--- src/rtl/list_summary_collector.sv ---
// Splits a no-backpressure pointer stream into lists (runs of valid cycles) and
// queues one {head, tail, len, loop} summary per list for a valid/ready consumer.
module list_summary_collector #(
    parameter int n         = 16,
    parameter int Width     = $clog2(n),
    parameter int LenW      = $clog2(n + 1),
    parameter int FifoDepth = 4
) (
    input  logic             clk,
    input  logic             rst,
    input  logic [Width-1:0] in_ptr,
    input  logic             in_ptr_vld,
    output logic [Width-1:0] sum_head,
    output logic [Width-1:0] sum_tail,
    output logic [LenW-1:0]  sum_len,
    output logic             sum_loop,
    output logic             sum_vld,
    input  logic             sum_rdy,
    output logic             overflow
);

    localparam int AW   = $clog2(FifoDepth);
    localparam int RecW = 2 * Width + LenW + 1;

    // sum_vld/sum_rdy: a record transfers on any edge where both are high;
    // while sum_vld=1 and sum_rdy=0 the record is held stable.

    typedef enum logic {IDLE, ACCUM} state_t;

    state_t           state_q, state_d;
    logic [Width-1:0] head_q, head_d;
    logic [Width-1:0] tail_q, tail_d;
    logic [LenW-1:0]  len_q, len_d;
    logic             loop_q, loop_d;
    logic [n-1:0]     visited_q, visited_d;
    logic [RecW-1:0]  mem_q [FifoDepth];
    logic [RecW-1:0]  mem_d [FifoDepth];
    logic [AW:0]      wr_ptr_q, wr_ptr_d;
    logic [AW:0]      rd_ptr_q, rd_ptr_d;
    logic             overflow_q, overflow_d;

    logic            push;
    logic            pop;
    logic            fifo_empty;
    logic            fifo_full;
    logic [RecW-1:0] head_rec;

    assign fifo_empty = (wr_ptr_q == rd_ptr_q);
    assign fifo_full  = (wr_ptr_q[AW] != rd_ptr_q[AW]) &&
                        (wr_ptr_q[AW-1:0] == rd_ptr_q[AW-1:0]);
    assign pop        = !fifo_empty && sum_rdy;

    always_comb begin
        state_d    = state_q;
        head_d     = head_q;
        tail_d     = tail_q;
        len_d      = len_q;
        loop_d     = loop_q;
        visited_d  = visited_q;
        mem_d      = mem_q;
        wr_ptr_d   = wr_ptr_q;
        rd_ptr_d   = rd_ptr_q;
        overflow_d = overflow_q;
        push       = 1'b0;

        case (state_q)
            IDLE: begin
                if (in_ptr_vld && (in_ptr != '0)) begin
                    head_d            = in_ptr;
                    tail_d            = in_ptr;
                    len_d             = LenW'(1);
                    loop_d            = 1'b0;
                    visited_d         = '0;
                    visited_d[in_ptr] = 1'b1;
                    state_d           = ACCUM;
                end
            end
            ACCUM: begin
                if (in_ptr_vld) begin
                    tail_d = in_ptr;
                    if (len_q != LenW'(n)) begin
                        len_d = len_q + LenW'(1);
                    end
                    if (visited_q[in_ptr]) begin
                        loop_d = 1'b1;
                    end
                    visited_d[in_ptr] = 1'b1;
                end else begin
                    push    = 1'b1;
                    state_d = IDLE;
                end
            end
            default: state_d = IDLE;
        endcase

        // A pop in the same cycle frees the slot, so a full FIFO still accepts.
        if (push) begin
            if (!fifo_full || pop) begin
                mem_d[wr_ptr_q[AW-1:0]] = {head_q, tail_q, len_q, loop_q};
                wr_ptr_d                = wr_ptr_q + 1'b1;
            end else begin
                overflow_d = 1'b1;
            end
        end
        if (pop) begin
            rd_ptr_d = rd_ptr_q + 1'b1;
        end
    end

    always_ff @(posedge clk or posedge rst) begin
        if (rst) begin
            state_q    <= IDLE;
            head_q     <= '0;
            tail_q     <= '0;
            len_q      <= '0;
            loop_q     <= 1'b0;
            visited_q  <= '0;
            wr_ptr_q   <= '0;
            rd_ptr_q   <= '0;
            overflow_q <= 1'b0;
            for (int i = 0; i < FifoDepth; i++) begin
                mem_q[i] <= '0;
            end
        end else begin
            state_q    <= state_d;
            head_q     <= head_d;
            tail_q     <= tail_d;
            len_q      <= len_d;
            loop_q     <= loop_d;
            visited_q  <= visited_d;
            wr_ptr_q   <= wr_ptr_d;
            rd_ptr_q   <= rd_ptr_d;
            overflow_q <= overflow_d;
            mem_q      <= mem_d;
        end
    end

    assign head_rec = mem_q[rd_ptr_q[AW-1:0]];
    assign sum_head = head_rec[RecW-1 -: Width];
    assign sum_tail = head_rec[RecW-1-Width -: Width];
    assign sum_len  = head_rec[LenW:1];
    assign sum_loop = head_rec[0];
    assign sum_vld  = !fifo_empty;
    assign overflow = overflow_q;

endmodule

--- config.mk ---
export PLATFORM = sky130hd
export DESIGN_NAME = list_summary_collector
export DESIGN_NICKNAME = d
export VERILOG_FILES = /design/src/rtl/list_summary_collector.sv
export SDC_FILE = /design/constraint.sdc
export NUM_CORES = 1
export LEC_CHECK = 0
export CAP_MARGIN = 20
export CORE_ASPECT_RATIO = 0.6
export CORE_UTILIZATION = 35
export CTS_BUF_LIST = sky130_fd_sc_hd__clkbuf_4
export DETAILED_ROUTE_END_ITERATION = 8
export PLACE_DENSITY = 0.57
export SYNTH_ARGS = -nofsm -noshare
export SYNTH_HDL_FRONTEND = slang
export SYNTH_SLANG_ARGS = --single-unit
--- constraint.sdc ---
create_clock -name clk -period 8.59 [get_ports clk]
set_input_delay 1.718 -clock clk [delete_from_list [all_inputs] [get_ports clk]]
set_output_delay 1.718 -clock clk [all_outputs]
set_load 0.02 [all_outputs]
# Word level (Yosys, flattened, before mapping)
# Index checks and enable logic that the tools add are counted.
# W data, S select, Z words.
# word_totals
output_inout_bits,16
elab_cells,78
input_bits,8
reg_bits,94
# op_classes
eq_ne,8
n_lt_le_gt_ge,5
bitwise_logic,5
add_sub_neg,3
n_mux,29
n_reduce_logical,15
# op_table
cell,count
$bwmux W56,1
$mux W14,3
$mux W16,2
$pmux W16 S2,1
$bmux W14 S2,1
$demux W14 S2,1
$or A16 B16 Y16,1
$mux W5,3
$pmux W5 S2,1
$mux W1,9
$mux W4,2
$pmux W4 S2,1
$reduce_and A2 Y1,4
$add A3 B1 Y3 const B,2
$ge A3 B3 Y1 const B,2
$not A2 Y3,2
$reduce_and A3 Y1,2
$add A5 B1 Y5 const B,1
$logic_and A1 B1 Y1,5
$lt A4 B5 Y1 const B,1
$ne A5 B5 Y1 const B,1
$bmux W1 S4,1
$demux W1 S4,1
$ge A4 B1 Y1 const B,1
11 further kinds,16

# Longest topological paths before layout
# logic_depth
ltp_word,7
depth_mapped,6
depth_no_buf,6

# Least setup slack after synthesis
# No wires, ideal clock.
# synth_timing
path_type,input-to-reg
startpoint,input port in_ptr_vld
endpoint,register mem_q[0] (netlist name)
required_ps,8465
arrival_ps,3040
path_buffers,2
setup_slack_ps,5425
cell_stages,6
setup_ps,125
path_cell_list,buf_2 > nand2b_1 > a41oi_4 > nand2_4 > buf_6 > mux2_4
# synth_between
elab_chain_len,3
# synth_lines
element,line_no,rtl
"start, declared",12,"input logic in_ptr_vld,"
$mux W1,79,if (in_ptr_vld) begin
$mux W1,66,case (state_q)
$reduce_and A2 Y1 (no line),--,
"end signal, assigned",134,mem_q <= mem_d;
"end, declared",36,logic [RecW-1:0] mem_q [FifoDepth];
# Every way passes these cells.
# A chain may end at the register's enable or synchronous reset.

# Worst setup path after layout
# layout_timing
startpoint,register rd_ptr_q[1]
endpoint,output port sum_head[2]
# layout_between
elab_chain_len,4
# layout_lines
element,line_no,rtl
"start, declared",39,"logic [AW:0] rd_ptr_q, rd_ptr_d;"
"start signal, assigned",132,rd_ptr_q <= rd_ptr_d;
$not A2 Y3 (not written as such),138,assign head_rec = mem_q[rd_ptr_q[AW-1:0]];
$bmux W14 S2,138,
$mux W14 (not written as such) (2 in a row),138,
"end, declared",13,"output logic [Width-1:0] sum_head,"
# Every way passes these cells. The select of a mux whose other input is x is not followed.

==> metrics <==
row count=31; CTS hold repair buffers=0; top fanout value on the critical path=17; vias in the first global route=2588; Clock Sinks=94; Pwr Total=1.61 mW; drt total wl=between 8 and 9 mm; Antenna Violating Nets Remaining=0; first-pass GRT wire length=roughly 15 mm; Tot GR Track Use=14.9%; Fill cells=1156; CTS tree=yes; gr ovfl total=0; kind of critical path=reg2out; RSZ-0062 raised after global routing=no; P&R area growth vs syn=11.1%; final-stage net count=339; clk_skew=0.0145 ns; H-tree depth=3; via density per instance=5.10; Max Cap Viol=0; die span in x=between 100 and 150 um; r2r setup slk=6.18 ns; worst path bufs/invs=1; CP delay by family, top=flip-flops; ys async rst share=between 90% and 100%; Yosys reg bits=94; max incr delay on CP=0.96 ns; initial antenna violation count=0; status=completed; Post-Syn Area=between 4000 and 5000 sq um; dpl hpwl=approximately 5.8 mm; Hold Startpoint=visited_q[4]; Final period util=50.1%; yosys warns=0; count of final hold-check violations=0; Critical Path Source=rd_ptr_q[1]; clk_lat worst skew=0.46 ns; CP Capture Type=primary output; most frequent cells after synthesis=dfrtp_1 (94), mux2_4 (39), nand2_1 (29); CP Launch Type=register; # DRC=0; CTS resizes=0; Placer Congestion=approximately 0.77; Peak VDD IR=around 0.19 mV; Via Count=2520; Post-synth EDFFs=0; CORE AREA=12200 sq um; dominant cells by area after synthesis=dfrtp_1 (53%), mux2_4 (13%), mux4_2 (7.1%); Yosys cell types=43; Primary FF master, synth=dfrtp_1; io pins=24; Syn Area/Cell=14.7 sq um; Register Area=2350 sq um; # Post-CTS Setup Buffers=0; Cell Pwr Density=327 nW/um^2; Multi-input gate area=1950 sq um; drt wl/cell=17.8 um; Mapped Nets=approximately 320; DR iter-0 viols=107; Pleak=2.31 nW; Max-Slew Margin vs Limit=a little under 40%; reg2reg start=rd_ptr_q[1]; Worst Path Required=between 6 and 7 ns; largest net degree at the start of global routing=slightly below 70; worst path arrival time=2.58 ns; Worst-Margin Slew=0.914 ns; Max Buffers Root-to-Sink=2; root buffer cell=clkbuf_4; Peak Freq=between 200 and 250 MHz; final setup fails=0; post-synth top area cell=dfrtp_1; worst path cell trace=mux4_2 -> clkdlybuf4s50_1; clk slew on worst S/H paths=0.15 ns; CTS Buf Count=9; count leader, synth=dfrtp_1; worst hold path class=reg2reg; Buffers on Ports=23; cell count after synthesis=302; Synth top area share=a little over half; Die Y=89.3 um; Util after Layout=between 40% and 50%; First-pass DRT Iterations=4; post-layout min period=4.30 ns; antenna cells=0; sequential share of the synthesized area=between 50% and 60%; Slew Limit Fails=0; Worst path slowest cell=dfrtp_1; ratio of cells with drive above 1 in the final layout=a little under a third; setup TNS=0 ns; initial core utilization=36.4%; die footprint=around 13000 sq um
==> area by class of cell <==
cell class                      count  share of cell area (%)
Sequential cell                    94                    47.6
Timing Repair Buffer               25                    4.97
Multi-Input combinational cell    182                    39.4
Clock buffer                        9                    1.37
Clock inverter                      7                    1.47
Inverter                           12                   0.938
Tap cell                          165                    4.18
==> registers in the layout, summed over array words and instances, names as in the netlist <==
signal,cells
loop_q,1
wr_ptr_q,3
mem_q,56
visited_q,16
len_q,5
state_q,1
overflow,1
tail_q,4
rd_ptr_q,3
head_q,4
==> kinds of logic after synthesis <==
kind of cell / count (synthesis) / share of synthesized area (%)
compound gates: 39 / 6.51
xor+xnor: 7 / 1.72
simple gates: 50 / 5.80
fa+ha+maj: 7 / 1.97
flops: 94 / 52.9
buf+inv: 26 / 3.24
mux: 79 / 27.8
==> cells in the final DEF (no fill, tap or decap), types with 7 or more instances in the layout <==
master	instances
o21ai_0	17
inv_1	10
nand2_1	29
ha_1	7
mux2_4	39
clkbuf_4	9
clkdlybuf4s50_1	23
mux4_2	14
dfrtp_1	94
mux2_2	21
==> tightest hold or removal path, delay by kind of cell (launching register included) <==
family             cells  cell delay [ns]
AOI/OAI and AO/OA      1             0.06
DFF                    1             0.37
and+or+nand+nor        1             0.05
==> metal layers <==
metal,track usage (%),part of all wire [%],up-vias
met5,0,0,-
met4,3.66,0.80,0
met3,4.18,3.9,7
met2,21.7,43,41
met1,21.8,52,1324
li1,-,-,1148
==> path summary, 6_finish.rpt <==
check	endpoint	cells past startpoint
hold / removal	visited_q[4]	2
setup / recovery	sum_head[2]	2
setup reg to reg	mem_q[7]	4
hold reg to reg	visited_q[4]	2
max in group asynchronous	len_q[3]	3
min in group asynchronous	mem_q[11]	2
==> metrics by stage <==
step | hold WS (ns) | cells | setup slack (ns) | instance area [sq um]
after floorplan | 0.443 | 302 | 4.42 | 4440
after global placement | 0.462 | 478 | 4.26 | 4800
after detailed placement | 0.466 | 478 | 4.22 | 4800
after CTS | 0.497 | 494 | 4.23 | 4940
after global routing | 0.515 | 494 | 4.15 | 4940
final | 0.497 | 494 | 4.29 | 4940
==> where the power goes <==
part | leakage, nW | internal, mW | switching (mW)
Sequential | 1.20 | 0.584 | 0.119
Clock | 0.0727 | 0.0897 | 0.158
Combinational | 1.03 | 0.389 | 0.273
Note: power is estimated with default switching activity, not from simulation.
